File: src/rtl/reorder_buffer.sv
// Circular in-order retirement buffer: issue at tail, result capture from two buses,
// single commit per cycle at head, and a one-cycle flush after a mispredicted branch.
module reorder_buffer #(
    parameter int ROB_SIZE_BIT = 3,
    parameter int ROB_TYPE_BIT = 2
) (
    input  logic                    clk_in,
    input  logic                    rst_in,
    input  logic                    rdy_in,
    input  logic                    issue_valid,
    input  logic                    issue_fi,
    input  logic [31:0]             issue_value,
    input  logic [31:0]             issue_addr,
    input  logic [ROB_TYPE_BIT-1:0] issue_type,
    input  logic [4:0]              issue_rd,
    output logic                    rob_full,
    output logic [ROB_SIZE_BIT-1:0] rob_vacant_id,
    output logic                    rob_clear,
    output logic [31:0]             redirect_pc,
    input  logic [ROB_SIZE_BIT-1:0] q1_id,
    input  logic [ROB_SIZE_BIT-1:0] q2_id,
    output logic                    q1_fi,
    output logic                    q2_fi,
    output logic [31:0]             q1_value,
    output logic [31:0]             q2_value,
    input  logic                    rs_cdb_valid,
    input  logic [ROB_SIZE_BIT-1:0] rs_cdb_id,
    input  logic [31:0]             rs_cdb_value,
    input  logic                    lsb_cdb_valid,
    input  logic [ROB_SIZE_BIT-1:0] lsb_cdb_id,
    input  logic [31:0]             lsb_cdb_value,
    output logic                    commit_valid,
    output logic [4:0]              commit_rd,
    output logic [31:0]             commit_value,
    output logic [ROB_SIZE_BIT-1:0] commit_id,
    output logic                    store_commit
);
    localparam int N = 1 << ROB_SIZE_BIT;
    localparam logic [ROB_TYPE_BIT-1:0] TYPE_BR  = ROB_TYPE_BIT'(2);
    localparam logic [ROB_TYPE_BIT-1:0] TYPE_ST  = ROB_TYPE_BIT'(3);
    localparam logic [ROB_SIZE_BIT-1:0] ID_ONE   = ROB_SIZE_BIT'(1);
    localparam logic [ROB_SIZE_BIT:0]   CNT_ONE  = (ROB_SIZE_BIT+1)'(1);
    localparam logic [ROB_SIZE_BIT:0]   FULL_CNT = (ROB_SIZE_BIT+1)'(N);

    logic [ROB_SIZE_BIT-1:0] head_q, head_d, tail_q, tail_d;
    logic [ROB_SIZE_BIT:0]   count_q, count_d;
    logic [N-1:0]            busy_q, busy_d, ready_q, ready_d;
    logic [ROB_TYPE_BIT-1:0] type_q [N];
    logic [ROB_TYPE_BIT-1:0] type_d [N];
    logic [4:0]              rd_q [N];
    logic [4:0]              rd_d [N];
    logic [31:0]             value_q [N];
    logic [31:0]             value_d [N];
    logic [31:0]             addr_q [N];
    logic [31:0]             addr_d [N];

    logic                    rob_clear_q, rob_clear_d, commit_valid_q, commit_valid_d;
    logic                    store_commit_q, store_commit_d;
    logic [31:0]             redirect_pc_q, redirect_pc_d, commit_value_q, commit_value_d;
    logic [4:0]              commit_rd_q, commit_rd_d;
    logic [ROB_SIZE_BIT-1:0] commit_id_q, commit_id_d;
    logic                    commit_do, issue_do, rs_ok, lsb_ok;

    // Results for entries that are no longer (or not yet) allocated are dropped.
    assign rs_ok  = rs_cdb_valid && busy_q[rs_cdb_id];
    assign lsb_ok = lsb_cdb_valid && busy_q[lsb_cdb_id];

    // The decoder sees the slot state one issue ahead because issue lags decode by a cycle.
    assign rob_full      = (count_q + (ROB_SIZE_BIT+1)'(issue_valid)) >= FULL_CNT;
    assign rob_vacant_id = tail_q + ROB_SIZE_BIT'(issue_valid);

    logic [ROB_SIZE_BIT-1:0] q_id [2];
    logic [1:0]              q_fi;
    logic [1:0][31:0]        q_value;
    assign q_id[0]  = q1_id;
    assign q_id[1]  = q2_id;
    assign q1_fi    = q_fi[0];
    assign q2_fi    = q_fi[1];
    assign q1_value = q_value[0];
    assign q2_value = q_value[1];

    genvar gi;
    generate
        for (gi = 0; gi < 2; gi++) begin : g_query
            logic rs_hit, lsb_hit;
            assign rs_hit      = rs_ok && (rs_cdb_id == q_id[gi]);
            assign lsb_hit     = lsb_ok && (lsb_cdb_id == q_id[gi]);
            assign q_fi[gi]    = ready_q[q_id[gi]] || rs_hit || lsb_hit;
            assign q_value[gi] = lsb_hit ? lsb_cdb_value :
                                 rs_hit  ? rs_cdb_value  : value_q[q_id[gi]];
        end
    endgenerate

    always_comb begin
        head_d         = head_q;
        tail_d         = tail_q;
        count_d        = count_q;
        busy_d         = busy_q;
        ready_d        = ready_q;
        type_d         = type_q;
        rd_d           = rd_q;
        value_d        = value_q;
        addr_d         = addr_q;
        rob_clear_d    = rob_clear_q;
        redirect_pc_d  = redirect_pc_q;
        commit_valid_d = commit_valid_q;
        store_commit_d = store_commit_q;
        commit_rd_d    = commit_rd_q;
        commit_value_d = commit_value_q;
        commit_id_d    = commit_id_q;
        commit_do      = 1'b0;
        issue_do       = 1'b0;
        if (rdy_in) begin
            rob_clear_d    = 1'b0;
            commit_valid_d = 1'b0;
            store_commit_d = 1'b0;
            if (rob_clear_q) begin
                head_d  = '0;
                tail_d  = '0;
                count_d = '0;
                busy_d  = '0;
            end else begin
                if (rs_ok) begin
                    ready_d[rs_cdb_id] = 1'b1;
                    value_d[rs_cdb_id] = rs_cdb_value;
                end
                if (lsb_ok) begin
                    ready_d[lsb_cdb_id] = 1'b1;
                    value_d[lsb_cdb_id] = lsb_cdb_value;
                end
                if (count_q != '0 && ready_q[head_q]) begin
                    commit_do       = 1'b1;
                    busy_d[head_q]  = 1'b0;
                    head_d          = head_q + ID_ONE;
                    commit_id_d     = head_q;
                    commit_rd_d     = rd_q[head_q];
                    commit_value_d  = value_q[head_q];
                    case (type_q[head_q])
                        TYPE_ST: store_commit_d = 1'b1;
                        // Branch outcome sits in value bit 0, prediction in rd bit 0.
                        TYPE_BR: if (value_q[head_q][0] != rd_q[head_q][0]) begin
                            rob_clear_d   = 1'b1;
                            redirect_pc_d = addr_q[head_q];
                        end
                        default: commit_valid_d = 1'b1;
                    endcase
                end
                issue_do = issue_valid && (!count_q[ROB_SIZE_BIT] || commit_do);
                if (issue_do) begin
                    busy_d[tail_q]  = 1'b1;
                    ready_d[tail_q] = issue_fi;
                    type_d[tail_q]  = issue_type;
                    rd_d[tail_q]    = issue_rd;
                    value_d[tail_q] = issue_value;
                    addr_d[tail_q]  = issue_addr;
                    tail_d          = tail_q + ID_ONE;
                end
                if (issue_do && !commit_do) begin
                    count_d = count_q + CNT_ONE;
                end else if (!issue_do && commit_do) begin
                    count_d = count_q - CNT_ONE;
                end
            end
        end
    end

    always_ff @(posedge clk_in or posedge rst_in) begin
        if (rst_in) begin
            head_q         <= '0;
            tail_q         <= '0;
            count_q        <= '0;
            busy_q         <= '0;
            ready_q        <= '0;
            rob_clear_q    <= 1'b0;
            redirect_pc_q  <= '0;
            commit_valid_q <= 1'b0;
            store_commit_q <= 1'b0;
            commit_rd_q    <= '0;
            commit_value_q <= '0;
            commit_id_q    <= '0;
            for (int i = 0; i < N; i++) begin
                type_q[i]  <= '0;
                rd_q[i]    <= '0;
                value_q[i] <= '0;
                addr_q[i]  <= '0;
            end
        end else begin
            head_q         <= head_d;
            tail_q         <= tail_d;
            count_q        <= count_d;
            busy_q         <= busy_d;
            ready_q        <= ready_d;
            type_q         <= type_d;
            rd_q           <= rd_d;
            value_q        <= value_d;
            addr_q         <= addr_d;
            rob_clear_q    <= rob_clear_d;
            redirect_pc_q  <= redirect_pc_d;
            commit_valid_q <= commit_valid_d;
            store_commit_q <= store_commit_d;
            commit_rd_q    <= commit_rd_d;
            commit_value_q <= commit_value_d;
            commit_id_q    <= commit_id_d;
        end
    end

    assign rob_clear    = rob_clear_q;
    assign redirect_pc  = redirect_pc_q;
    assign commit_valid = commit_valid_q;
    assign store_commit = store_commit_q;
    assign commit_rd    = commit_rd_q;
    assign commit_value = commit_value_q;
    assign commit_id    = commit_id_q;
endmodule
File: config.mk
export PLATFORM = sky130hd
export DESIGN_NAME = reorder_buffer
export DESIGN_NICKNAME = d
export VERILOG_FILES = /design/src/rtl/reorder_buffer.sv
export SDC_FILE = /design/constraint.sdc
export NUM_CORES = 2
export LEC_CHECK = 0
export CAP_MARGIN = 20
export CORE_AREA = 5 5 375 377
export CTS_BUF_LIST = sky130_fd_sc_hd__clkbuf_16
export CTS_CLUSTER_SIZE = 16
export DETAILED_ROUTE_END_ITERATION = 16
export DIE_AREA = 0 0 380 382
export HOLD_SLACK_MARGIN = 0.12
export PLACE_DENSITY = 0.47
export SETUP_SLACK_MARGIN = 0.4
export SKIP_CTS_REPAIR_TIMING = 1
export SYNTH_ARGS = -nofsm -noshare
export SYNTH_HDL_FRONTEND = slang
export SYNTH_SLANG_ARGS = --single-unit
File: constraint.sdc
create_clock -name clk_in -period 20.1 [get_ports clk_in]
set_clock_uncertainty 0.2 [all_clocks]
set_input_delay 2.01 -clock clk_in [delete_from_list [all_inputs] [get_ports clk_in]]
set_output_delay 2.01 -clock clk_in [all_outputs]
set_load 0.01 [all_outputs]
==> summary.txt <==
Status
  – Status: completed

Worst setup path
  – CP startpoint kind: primary input
  – Worst Path Arrival: 6.29 ns
  – Critical Path RT: 17.89 ns
  – CP Buf/Inv Count: 3
  – Critical path class: in -> out
  – CP top delay family: buffers and inverters
  – CP max FO: 15
  – Crit-path cells: clkdlybuf4s50_1 > mux2i_1 > o22ai_2 > o21ai_1 > nor4_4 > buf_4 > mux2i_1 > o21ai_0 > clkdlybuf4s50_1
  – Max incr delay on CP: 0.91 ns
  – CP max-delay cell: clkdlybuf4s50_1
  – Critical path endpoint category: output port

STA
  – Final setup violating endpoints: 0
  – Setup_tns: 0 ns
  – Fmax: 0.118 GHz
  – Relative slew slack: 0.209
  – Max Slew Vio Count: 0
  – Worst-Margin Slew: 1.18 ns
  – Min Hold Slack: 0.276 ns
  – Minimum clock period: 8.50 ns
  – RSZ-0062 raised after global routing: no
  – Final hold viol count: 0
  – Final cycle utilization of the critical path: 0.423

Power
  – Total leakage power: 0.0199 uW
  – Pwr dens: 141 mW/mm2
  – Peak supply drop: 0.0769 mV

Detailed routing
  – Routed vias: 34800
  – DR iter-0 viols: 3768
  – Antenna-violating nets left: 0
  – Final WL: 181000 um
  – TritonRoute pass-1 iters: 6
  – WL/cell: 32.1 um
  – DR vias/cell: 6.18
  – DRC violations left: 0

Clocking
  – Cts bufs inserted: 83
  – Clock Latency Late Sink: 0.71 ns
  – Root Buffer: clkbuf_16
  – # clock sinks: 669
  – H-tree levels: 3
  – Clock transition at path regs: 0.06 ns
  – Max clock buf depth: 3
  – CTS tree: done

Floorplan
  – Die height: 382 um
  – Die area: 0.145 mm2
  – Initial Util: 0.297
  – Core area: 0.137 mm2
  – IO Count: 299
  – Rows: 136
  – Die width: 380 um

Synthesis
  – Synthesized-area fraction occupied by adder cells: 0.00264
  – Complex-gate fraction of the synthesized area: 0.210
  – Most numerous cell in the Yosys netlist: dfrtp_1
  – Avg Inst Size Synth: 10.9 um2
  – Post-synthesis mux area share: 0.248
  – Synth area leaders: dfrtp_1, mux2_2, mux4_2
  – Synthesized flop and latch total: 669
  – Main combinational cell family by area after synthesis: multiplexers
  – Post-Synthesis Cells: 3726
  – Synth warnings: 0
  – Cell area after synthesis: 0.0407 mm2
  – Synth Area in XOR/XNOR: 0.00344
  – Synth unique cells: 67
  – Main synth FF type: dfrtp_1
  – Synth top cells by count: dfrtp_1, mux2_2, clkbuf_1
  – Simple-Gate Fraction of Synth Area: 0.0775
  – Post-synth EDFFs: 0
  – Area leader, netlist: dfrtp_1
  – Sequential-to-total area share from yosys stat: 0.411
  – Yosys top cell area share: 0.411
  – Synth async-reset ratio: 1.00
  – Mapped Nets: 3888

Global route
  – Total congestion overflow: 0
  – Initial antenna violation count: 24
  – Vias in the first global route: 35100
  – First-pass GRT wire length: 262000 um
  – GRT Util Overall: 0.241
  – Largest net degree at the start of global routing: 148

Cells and area
  – Share of cells above drive strength 1: 0.213
  – Fill count: 13700
  – Nets@finish: 3923
  – Area grow syn2layout: 17.6%
  – Multi-input logic area: 0.0224 mm2
  – FF/Latch Area: 0.0167 mm2

Job
  – Max Cap Viol: 0

Place
  – Dpl hpwl: 103000 um
  – Routability cong.: 0.799
  – PortBufs: 298

Min path
  – Hold Crit Class: reg -> reg
sequential cells by signal (all words and copies together), names as in the netlist:
signal,flops
commit_value,32
commit_id,3
head_q,3
tail_q,3
busy_q,8
count_q,4
commit_valid,1
rob_clear,1
ready_q,8
commit_rd,5
value_q,256
type_q,16
rd_q,40
addr_q,256
store_commit,1
redirect_pc,32
worst paths after layout:
| kind | startpoint | to | slack [ns] | cells past startpoint |
|---|---|---|---|---|
| setup reg to reg | rob_clear | value_q[10] | 15.53 | 7 |
| max in group asynchronous | rst_in | addr_q[146] | 15.11 | 5 |
| setup / recovery | rs_cdb_id[2] | q1_value[21] | 11.60 | 9 |
| min in group asynchronous | rst_in | redirect_pc[7] | 1.56 | 2 |
| hold reg to reg | commit_value[10] | commit_value[10] | 0.28 | 1 |
| hold / removal | commit_value[10] | commit_value[10] | 0.28 | 1 |
kinds of logic (layout without fill, tap and decap cells):
logic type,count (synthesis),after routing
compound gates,1110,1110
fa+ha+maj,8,8
buf+inv,458,560
other cells,0,9
simple gates,676,676
xor+xnor,16,16
mux,789,789
flops,669,669
per-layer routing:
| layer | share of wire | vias to the layer above | track usage |
|---|---|---|---|
| li1 | - | 14600 | - |
| met1 | 0.42 | 18000 | 0.321 |
| met2 | 0.45 | 1761 | 0.382 |
| met3 | 0.085 | 420 | 0.0604 |
| met4 | 0.040 | 10 | 0.0844 |
| met5 | 0.00033 | - | 0 |
worst register-to-register path, cell delays in order (launching register included):
cell and delay [ns]:
dfrtp_1 0.65, nand2b_4 0.35, buf_4 0.66, buf_4 0.95
a21o_2 0.78, buf_4 0.47, a211oi_1 0.08, a221o_1 0.29
report_power, final:
| group | switching [uW] | internal (uW) |
|---|---|---|
| clock network | 660 | 857 |
| registers | 509 | 1900 |
| logic | 1550 | 1300 |
| total | 2720 | 4050 |
through the flow:
step           utilization  area (um2)  power (uW)  std cells  setup WS [ns]
2_1_floorplan            -       40700        4080       3726           8.74
3_3_place_gp         0.330       45100        5190       5467          11.37
6_report             0.350       47800        6770       5631          11.60
4_1_cts              0.349       47800        6770       5620          11.54
3_5_place_dp         0.330       45100        5230       5468          11.55
5_1_grt              0.350       47800        7110       5624          11.37
layout by cell type, fill, tap and decap left out, types with 14 or more instances in the layout:
master	synthesis	final
a221oi_1	66	66
and2_1	119	117
dfrtp_1	669	669
clkbuf_16	0	83
a21oi_1	26	26
clkdlybuf4s50_1	0	292
inv_1	9	32
mux2i_1	240	240
nand2_1	196	188
a32oi_1	145	145
a32o_1	17	17
a21o_1	37	36
a31oi_1	41	41
o21ai_1	37	35
mux2_2	398	398
o31ai_1	100	100
a22oi_1	197	197
o211ai_1	39	39
a22o_1	54	54
nand3_1	45	41
nand4_1	17	17
buf_4	11	100
a211o_1	48	48
a211oi_1	147	147
clkinv_2	0	14
mux4_2	135	135
mux2_1	16	16
o21ai_0	76	76
nor2_1	239	227
xor2_1	15	15
clkinv_1	0	16
a221o_1	49	49
cell type report:
cell class / count / area share
Inverter: 10 / 0.000863
Clock buffer: 83 / 0.0434
Sequential cell: 669 / 0.350
Multi-Input combinational cell: 2599 / 0.468
Timing Repair Buffer: 398 / 0.0784
Antenna cell: 9 / 0.000471
Tap cell: 1794 / 0.0469
Clock inverter: 69 / 0.0121
Note: power is estimated with default switching activity, not from simulation.
